### src/rtl/ll_frame_gen_if.sv
// LocalLink transmit bundle: the frame source drives data and framing,
// the sink answers with its active-low destination-ready.
interface ll_frame_gen_if;
    logic [31:0] DMALLTXD;
    logic [3:0]  DMALLTXREM;
    logic        DMALLTXSOFN;
    logic        DMALLTXEOFN;
    logic        DMALLTXSOPN;
    logic        DMALLTXEOPN;
    logic        DMALLTXSRCRDYN;
    logic        LLDMATXDSTRDYN;

    modport master (
        output DMALLTXD, DMALLTXREM, DMALLTXSOFN, DMALLTXEOFN,
               DMALLTXSOPN, DMALLTXEOPN, DMALLTXSRCRDYN,
        input  LLDMATXDSTRDYN
    );

    modport slave (
        input  DMALLTXD, DMALLTXREM, DMALLTXSOFN, DMALLTXEOFN,
               DMALLTXSOPN, DMALLTXEOPN, DMALLTXSRCRDYN,
        output LLDMATXDSTRDYN
    );
endinterface

### src/rtl/ll_frame_gen.sv
// LocalLink frame generator: an 8-word header followed by the payload words,
// with a single registered output stage that holds its beat while the sink stalls.
module ll_frame_gen #(
    parameter int FLAG_WORD = 4,
    parameter int LEN_WORD  = 5
) (
    input  logic           CPMDMALLCLK,
    input  logic           rst,
    input  logic           cmd_valid,
    output logic           cmd_ready,
    input  logic [2:0]     cmd_flag,
    input  logic [31:0]    cmd_len,
    input  logic [31:0]    pay_data,
    input  logic           pay_valid,
    output logic           pay_rd,
    ll_frame_gen_if.master tx,
    output logic           busy,
    output logic           done,
    output logic [15:0]    frame_cnt
);

    typedef enum logic [1:0] {IDLE, HDR, PAY, DONE} state_t;

    state_t      state_q, state_d;
    logic        armed_q;
    logic [2:0]  flag_q;
    logic [31:0] len_q;
    logic [2:0]  hdr_idx_q;
    logic [16:0] words_left_q;
    logic [15:0] frame_cnt_q;
    logic [31:0] txd_q;
    logic [3:0]  rem_q;
    logic        sofn_q, eofn_q, sopn_q, eopn_q, srcrdyn_q;

    logic        xfer, out_free, accept, pay_first, pay_last;
    logic [16:0] words_total;

    function automatic logic [31:0] hdr_word(input logic [2:0] idx, input logic [2:0] flag,
                                             input logic [31:0] len);
        if (int'(idx) == FLAG_WORD) return {flag, 29'h0};
        if (int'(idx) == LEN_WORD)  return len;
        return 32'h0;
    endfunction

    // A zero length is sent as one full word.
    function automatic logic [16:0] word_count(input logic [17:0] len);
        logic [18:0] sum;
        if (len == 18'h0) return 17'd1;
        sum = {1'b0, len} + 19'd3;
        return sum[18:2];
    endfunction

    function automatic logic [3:0] last_rem(input logic [1:0] len_lo);
        case (len_lo)
            2'd0:    return 4'b0000;
            2'd1:    return 4'b0111;
            2'd2:    return 4'b0011;
            default: return 4'b0001;
        endcase
    endfunction

    assign xfer        = !srcrdyn_q && !tx.LLDMATXDSTRDYN;
    assign out_free    = srcrdyn_q || !tx.LLDMATXDSTRDYN;
    assign accept      = cmd_valid && cmd_ready;
    assign words_total = word_count(len_q[17:0]);
    assign pay_first   = (words_left_q == words_total);
    assign pay_last    = (words_left_q == 17'd1);

    // NOTE: sequential state uses non-blocking assignments so every flop samples pre-edge values.
    always_ff @(posedge CPMDMALLCLK or posedge rst) begin
        if (rst) state_q <= IDLE;
        else     state_q <= state_d;
    end

    always_comb begin
        // NOTE: defaulting every comb output first keeps unlisted paths from inferring latches.
        state_d = state_q;
        case (state_q)
            IDLE: if (accept) state_d = HDR;
            HDR:  if (xfer && hdr_idx_q == 3'd7) state_d = PAY;
            PAY:  if (xfer && words_left_q == 17'd0) state_d = DONE;
            DONE: state_d = IDLE;
        endcase
    end

    always_comb begin
        cmd_ready = 1'b0;
        busy      = 1'b1;
        done      = 1'b0;
        pay_rd    = 1'b0;
        case (state_q)
            IDLE: begin
                cmd_ready = armed_q;
                busy      = 1'b0;
            end
            PAY:  pay_rd = pay_valid && out_free && (words_left_q != 17'd0);
            DONE: done = 1'b1;
            default: ;
        endcase
    end

    // armed_q keeps cmd_ready low until the first edge after reset releases.
    always_ff @(posedge CPMDMALLCLK or posedge rst) begin
        if (rst) begin
            armed_q      <= 1'b0;
            flag_q       <= 3'h0;
            len_q        <= 32'h0;
            hdr_idx_q    <= 3'h0;
            words_left_q <= 17'h0;
            frame_cnt_q  <= 16'h0;
            txd_q        <= 32'h0;
            rem_q        <= 4'h0;
            sofn_q       <= 1'b1;
            eofn_q       <= 1'b1;
            sopn_q       <= 1'b1;
            eopn_q       <= 1'b1;
            srcrdyn_q    <= 1'b1;
        end else begin
            armed_q <= 1'b1;
            case (state_q)
                IDLE: if (accept) begin
                    flag_q       <= cmd_flag;
                    len_q        <= cmd_len;
                    hdr_idx_q    <= 3'h0;
                    words_left_q <= word_count(cmd_len[17:0]);
                    txd_q        <= hdr_word(3'h0, cmd_flag, cmd_len);
                    rem_q        <= 4'h0;
                    sofn_q       <= 1'b0;
                    srcrdyn_q    <= 1'b0;
                end
                HDR: if (xfer) begin
                    sofn_q <= 1'b1;
                    if (hdr_idx_q == 3'd7) begin
                        srcrdyn_q <= 1'b1;
                    end else begin
                        hdr_idx_q <= hdr_idx_q + 3'd1;
                        txd_q     <= hdr_word(hdr_idx_q + 3'd1, flag_q, len_q);
                    end
                end
                PAY: if (pay_rd) begin
                    txd_q        <= pay_data;
                    srcrdyn_q    <= 1'b0;
                    sopn_q       <= !pay_first;
                    eopn_q       <= !pay_last;
                    eofn_q       <= !pay_last;
                    rem_q        <= pay_last ? last_rem(len_q[1:0]) : 4'h0;
                    words_left_q <= words_left_q - 17'd1;
                end else if (xfer) begin
                    srcrdyn_q <= 1'b1;
                    sopn_q    <= 1'b1;
                    eopn_q    <= 1'b1;
                    eofn_q    <= 1'b1;
                end
                DONE: frame_cnt_q <= frame_cnt_q + 16'd1;
            endcase
        end
    end

    assign tx.DMALLTXD       = txd_q;
    assign tx.DMALLTXREM     = rem_q;
    assign tx.DMALLTXSOFN    = sofn_q;
    assign tx.DMALLTXEOFN    = eofn_q;
    assign tx.DMALLTXSOPN    = sopn_q;
    assign tx.DMALLTXEOPN    = eopn_q;
    assign tx.DMALLTXSRCRDYN = srcrdyn_q;
    assign frame_cnt         = frame_cnt_q;

endmodule

### src/flat_wrapper.sv
// flat-port wrapper written by rule: the top's interface ports become plain ports
module ll_frame_gen_flat 
#(
    parameter int FLAG_WORD = 4,
    parameter int LEN_WORD  = 5
)
  (CPMDMALLCLK, rst, cmd_valid, cmd_ready, cmd_flag, cmd_len, pay_data, pay_valid, pay_rd, busy, done, frame_cnt, tx_DMALLTXD, tx_DMALLTXREM, tx_DMALLTXSOFN, tx_DMALLTXEOFN, tx_DMALLTXSOPN, tx_DMALLTXEOPN, tx_DMALLTXSRCRDYN, tx_LLDMATXDSTRDYN);
  ll_frame_gen_if tx_i ();
  input  logic CPMDMALLCLK;
  input  logic rst;
  input  logic cmd_valid;
  output logic cmd_ready;
  input  logic [2:0] cmd_flag;
  input  logic [31:0] cmd_len;
  input  logic [31:0] pay_data;
  input  logic pay_valid;
  output logic pay_rd;
  output logic busy;
  output logic done;
  output logic [15:0] frame_cnt;
  output wire logic [$bits(tx_i.DMALLTXD)-1:0] tx_DMALLTXD;
  output wire logic [$bits(tx_i.DMALLTXREM)-1:0] tx_DMALLTXREM;
  output wire logic [$bits(tx_i.DMALLTXSOFN)-1:0] tx_DMALLTXSOFN;
  output wire logic [$bits(tx_i.DMALLTXEOFN)-1:0] tx_DMALLTXEOFN;
  output wire logic [$bits(tx_i.DMALLTXSOPN)-1:0] tx_DMALLTXSOPN;
  output wire logic [$bits(tx_i.DMALLTXEOPN)-1:0] tx_DMALLTXEOPN;
  output wire logic [$bits(tx_i.DMALLTXSRCRDYN)-1:0] tx_DMALLTXSRCRDYN;
  input wire logic [$bits(tx_i.LLDMATXDSTRDYN)-1:0] tx_LLDMATXDSTRDYN;
  assign tx_DMALLTXD = tx_i.DMALLTXD;
  assign tx_DMALLTXREM = tx_i.DMALLTXREM;
  assign tx_DMALLTXSOFN = tx_i.DMALLTXSOFN;
  assign tx_DMALLTXEOFN = tx_i.DMALLTXEOFN;
  assign tx_DMALLTXSOPN = tx_i.DMALLTXSOPN;
  assign tx_DMALLTXEOPN = tx_i.DMALLTXEOPN;
  assign tx_DMALLTXSRCRDYN = tx_i.DMALLTXSRCRDYN;
  assign tx_i.LLDMATXDSTRDYN = tx_LLDMATXDSTRDYN;
  ll_frame_gen #(.FLAG_WORD(FLAG_WORD), .LEN_WORD(LEN_WORD)) u_core (.CPMDMALLCLK(CPMDMALLCLK), .rst(rst), .cmd_valid(cmd_valid), .cmd_ready(cmd_ready), .cmd_flag(cmd_flag), .cmd_len(cmd_len), .pay_data(pay_data), .pay_valid(pay_valid), .pay_rd(pay_rd), .tx(tx_i), .busy(busy), .done(done), .frame_cnt(frame_cnt));
endmodule
### config.mk
export PLATFORM = sky130hd
export DESIGN_NAME = ll_frame_gen_flat
export DESIGN_NICKNAME = d
export VERILOG_FILES = /design/src/rtl/ll_frame_gen_if.sv /design/src/rtl/ll_frame_gen.sv /design/src/flat_wrapper.sv
export SDC_FILE = /design/constraint.sdc
export NUM_CORES = 1
export LEC_CHECK = 0
export ABC_AREA = 1
export BUFFER_PORTS_ARGS = -buffer_cell sky130_fd_sc_hd__buf_4
export CORE_MARGIN = 2
export CORE_UTILIZATION = 50
export DETAILED_ROUTE_END_ITERATION = 6
export GPL_TIMING_DRIVEN = 0
export PLACE_DENSITY = 0.73
export SYNTH_ARGS = -nofsm -noshare
export SYNTH_HDL_FRONTEND = slang
export SYNTH_SLANG_ARGS = --single-unit
### constraint.sdc
create_clock -name CPMDMALLCLK -period 4.9 [get_ports CPMDMALLCLK]
set_input_delay 0.98 -clock CPMDMALLCLK [delete_from_list [all_inputs] [get_ports CPMDMALLCLK]]
set_output_delay 0.98 -clock CPMDMALLCLK [all_outputs]
set_load 0.02 [all_outputs]
==> run_results.csv <==
group,metric,value,unit
outcome,outcome,"complete, no violations",
setup_path,cp-end-kind,"primary output",
pwr,leakage,4.271,nW
synthesis,ys.flop_type,"dfrtp_1",
clocking,cts-root-buf,"clkbuf_16",
layout,antenna_cells,0,
global_route,antenna_found_initial,0,
timing,rsz0062_at_grt,"no",
synthesis,synth.largest_area_cell,"dfrtp_1",
setup_path,crit_top_cell,"inv_1",
timing,slew_headroom,50.88,%
floorplan,die_x,120.9,um
layout,drive_above_1_share,20.33,%
timing,fmax,302.0,MHz
setup_path,critPathKind,"reg -> out",
floorplan,die_area,14620,sq um
synthesis,avgSynthCellArea,7.250,sq um
setup_path,crit_slowest_cell,"clkbuf_1",
detailed_routing,ant_nets,0,
synthesis,ys_types,47,
detailed_routing,drt-total-wl,20.93,mm
global_route,grt_max_degree,69,
layout,area_delta_synth_final,26.89,%
layout,instances_no_fill,1283,
timing,worst_pin_slew,0.7369,ns
synthesis,yosys_warnings,0,
detailed_routing,drc,0,
setup_path,worstPathRequired,3.92,ns
floorplan,io_pins,133,
synthesis,ys_seq_elements,113,
placement,dp_hpwl,16.35,mm
timing,hold_viol_final,0,
detailed_routing,wl_per_cell,16.31,um
setup_path,path_cells,"inv_1 > ha_1 > clkbuf_1 > nand3_1 > inv_1 > buf_4",
setup_path,cp_data_arrival_time,2.33,ns
timing,slew_viol_final,0,
pwr,p_int,2.963,mW
placement,gp_congestion,0.9650,
pwr,clkPwrFrac,22.6,%
synthesis,netlist_instances,943,
pwr,p_switching,2.527,mW
global_route,grt_pass1_vias,6570,
synthesis,syn_nets,1030,
synthesis,synth_top_area_share,39.90,%
setup_path,cp_max_fo,10,
timing,hold_slack,0.4785,ns
clocking,clk_pin_slew,0.06,ns
detailed_routing,num_vias,6844,
hold_path,hold_path_class,"reg -> reg",
synthesis,yosys-top-cells-count,"nand2_1 (292), dfrtp_1 (109), o21ai_0 (98), inv_1 (91), nor2_1 (77)",
clocking,cts_sinks,113,
timing,skew,0.009509,ns
clocking,postCtsHoldBufs,0,
clocking,cts_setup_buffers,0,
timing,setup_violations,0,
global_route,grt.total_usage,30.13,%
floorplan,coreArea,13300,sq um
synthesis,synth_area_leaders,"dfrtp_1 (40%), nand2_1 (16%), o21ai_0 (7.2%), nand3_1 (5.1%), inv_1 (5.0%)",
timing,post-route-min-period,3.311,ns
global_route,grt_pass1_wl,33.88,mm
placement,numPortBuffers,131,
pwr,sw_frac_of_total,46.02,%
clocking,htree_levels,4,
setup_path,cp_slowest_stage_delay,0.53,ns
floorplan,fp.dieH,120.9,um
pwr,p_per_area,632.9,nW/um^2
pwr,p_seq_share,31.0,%
timing,period_share,67.58,%
detailed_routing,viasPerCell,5.334,
pwr,comb_power_share,46.4,%
synthesis,yosysMostFrequentCell,"nand2_1",
synthesis,ys_async_sr_fraction,100.0,%
clocking,cts-resized-gates,0,
pwr,ir_worst_vdd,0.3420,mV
clocking,cts_tree,"done",
floorplan,rows,42,
flow_run,max-cap-violations,0,
layout,nets,1181,
detailed_routing,dr.first_iter.drc_count,436,
placement,dp.cells,1251,
synthesis,syn_area,6837,sq um
detailed_routing,drt_first_pass_iters,5,
setup_path,start_kind,"flop",
synthesis,seq_area_frac_synth,41.43,%
clocking,clk_latency,0.42,ns
clocking,cts_buffers,17,
clocking,cts_buffer_depth,2,
floorplan,start_util,51.42,%
global_route,grt-ovfl-total,0,
synthesis,synth_edf_count,0,
## through the flow
step                      util [%]  total power, mW  instance area [sq um]  setup TNS [ns]  setup slack [ns]
after CTS                    65.25            5.470                   8675               0             1.574
after global placement       60.47            4.175                   8040          -44.34           -0.4163
after detailed placement     60.70            4.209                   8070               0             2.027
after floorplan                  -            3.281                   6837               0            0.9393
final                        65.25            5.490                   8675               0             1.589
after global routing         65.25            5.882                   8675               0             1.418
## power groups by stage
stage	clock (mW)	sequential [mW]	combinational, mW
after global routing	1.30	1.74	2.85
after floorplan	0	1.74	1.54
final	1.24	1.70	2.55
after CTS	1.25	1.68	2.54
after global placement	0	1.69	2.49
after detailed placement	0	1.69	2.52
## cell families after synthesis
logic type | Yosys count | share of synthesized area [%]
fa+ha+maj | 15 | 2.745
simple gates | 501 | 32.30
other cells | 2 | 0.1099
buf+inv | 132 | 7.851
flops | 113 | 41.43
xor+xnor | 21 | 2.690
compound gates | 159 | 12.87
## flip-flops by register name, summed over array words and instances (netlist names)
| register | cells |
|---|---|
| u_core.len_q | 32 |
| u_core.tx.DMALLTXD | 32 |
| u_core.tx.DMALLTXSOFN | 1 |
| u_core.state_q | 2 |
| u_core.tx.DMALLTXEOFN | 1 |
| u_core.words_left_q | 17 |
| u_core.tx.DMALLTXREM | 3 |
| u_core.frame_cnt | 16 |
| u_core.hdr_idx_q | 3 |
| u_core.armed_q | 1 |
| u_core.flag_q | 3 |
| u_core.tx.DMALLTXSRCRDYN | 1 |
| u_core.tx.DMALLTXSOPN | 1 |
## cell type report
class,count,area (sq um)
Buffer,33,162.7
Clock buffer,19,452.9
Clock inverter,13,151.4
Fill cell,1243,4621
Inverter,99,376.6
Multi-Input combinational cell,698,3467
Sequential cell,113,2833
Tap cell,176,220.2
Timing Repair Buffer,132,1011
## layout by cell type (no fill, tap or decap), types with 3 or more instances in the layout
master,count
nand2_1,292
buf_4,135
dfrtp_1,109
o21ai_0,98
inv_1,90
nor2_1,77
nand3_1,69
clkbuf_1,18
a21oi_1,17
clkbuf_16,17
xor2_1,16
ha_1,15
nand4_1,14
a31oi_1,13
o21ai_1,11
nor2_2,9
nor3_1,9
a22o_1,8
buf_2,7
inv_2,6
nand2_2,6
xnor2_1,5
nor2_4,4
clkinv_4,4
clkinvlp_4,4
dfstp_2,4
nor4_1,3
or2_2,3
a22oi_1,3
nand3_2,3
inv_6,3
## worst max-delay path, delay by kind of cell, from the launching register on
family                   cells  cell delay [ns]
flip-flops                   1             0.41
adder cells (fa/ha/maj)      1             0.27
AND/OR/NAND/NOR              1             0.28
buffers and inverters        4             0.94
## final timing paths
path | from | end | slack [ns] | cells past startpoint
min reg2reg | u_core.len_q[25] | u_core.len_q[25] | 0.48 | 2
min | u_core.len_q[25] | u_core.len_q[25] | 0.48 | 2
max reg2reg | u_core.state_q[0] | u_core.tx.DMALLTXD[4] | 2.43 | 8
min in group asynchronous | rst | u_core.tx.DMALLTXD[28] | 0.64 | 2
max in group asynchronous | rst | u_core.tx.DMALLTXSOFN | 3.48 | 3
max | u_core.state_q[0] | pay_rd | 1.59 | 6
## per-layer routing
| metal | routed length, um | vias to the layer above | GRT usage [%] | part of all wire, % |
|---|---|---|---|---|
| met5 | 0 | - | 0 | 0 |
| met4 | 339 | 0 | 10.32 | 1.6 |
| met3 | 1383 | 22 | 4.558 | 6.6 |
| met2 | 9800 | 254 | 48.70 | 47 |
| met1 | 9401 | 3200 | 41.39 | 45 |
| li1 | - | 3368 | - | - |
Note: power is estimated with default switching activity, not from simulation.
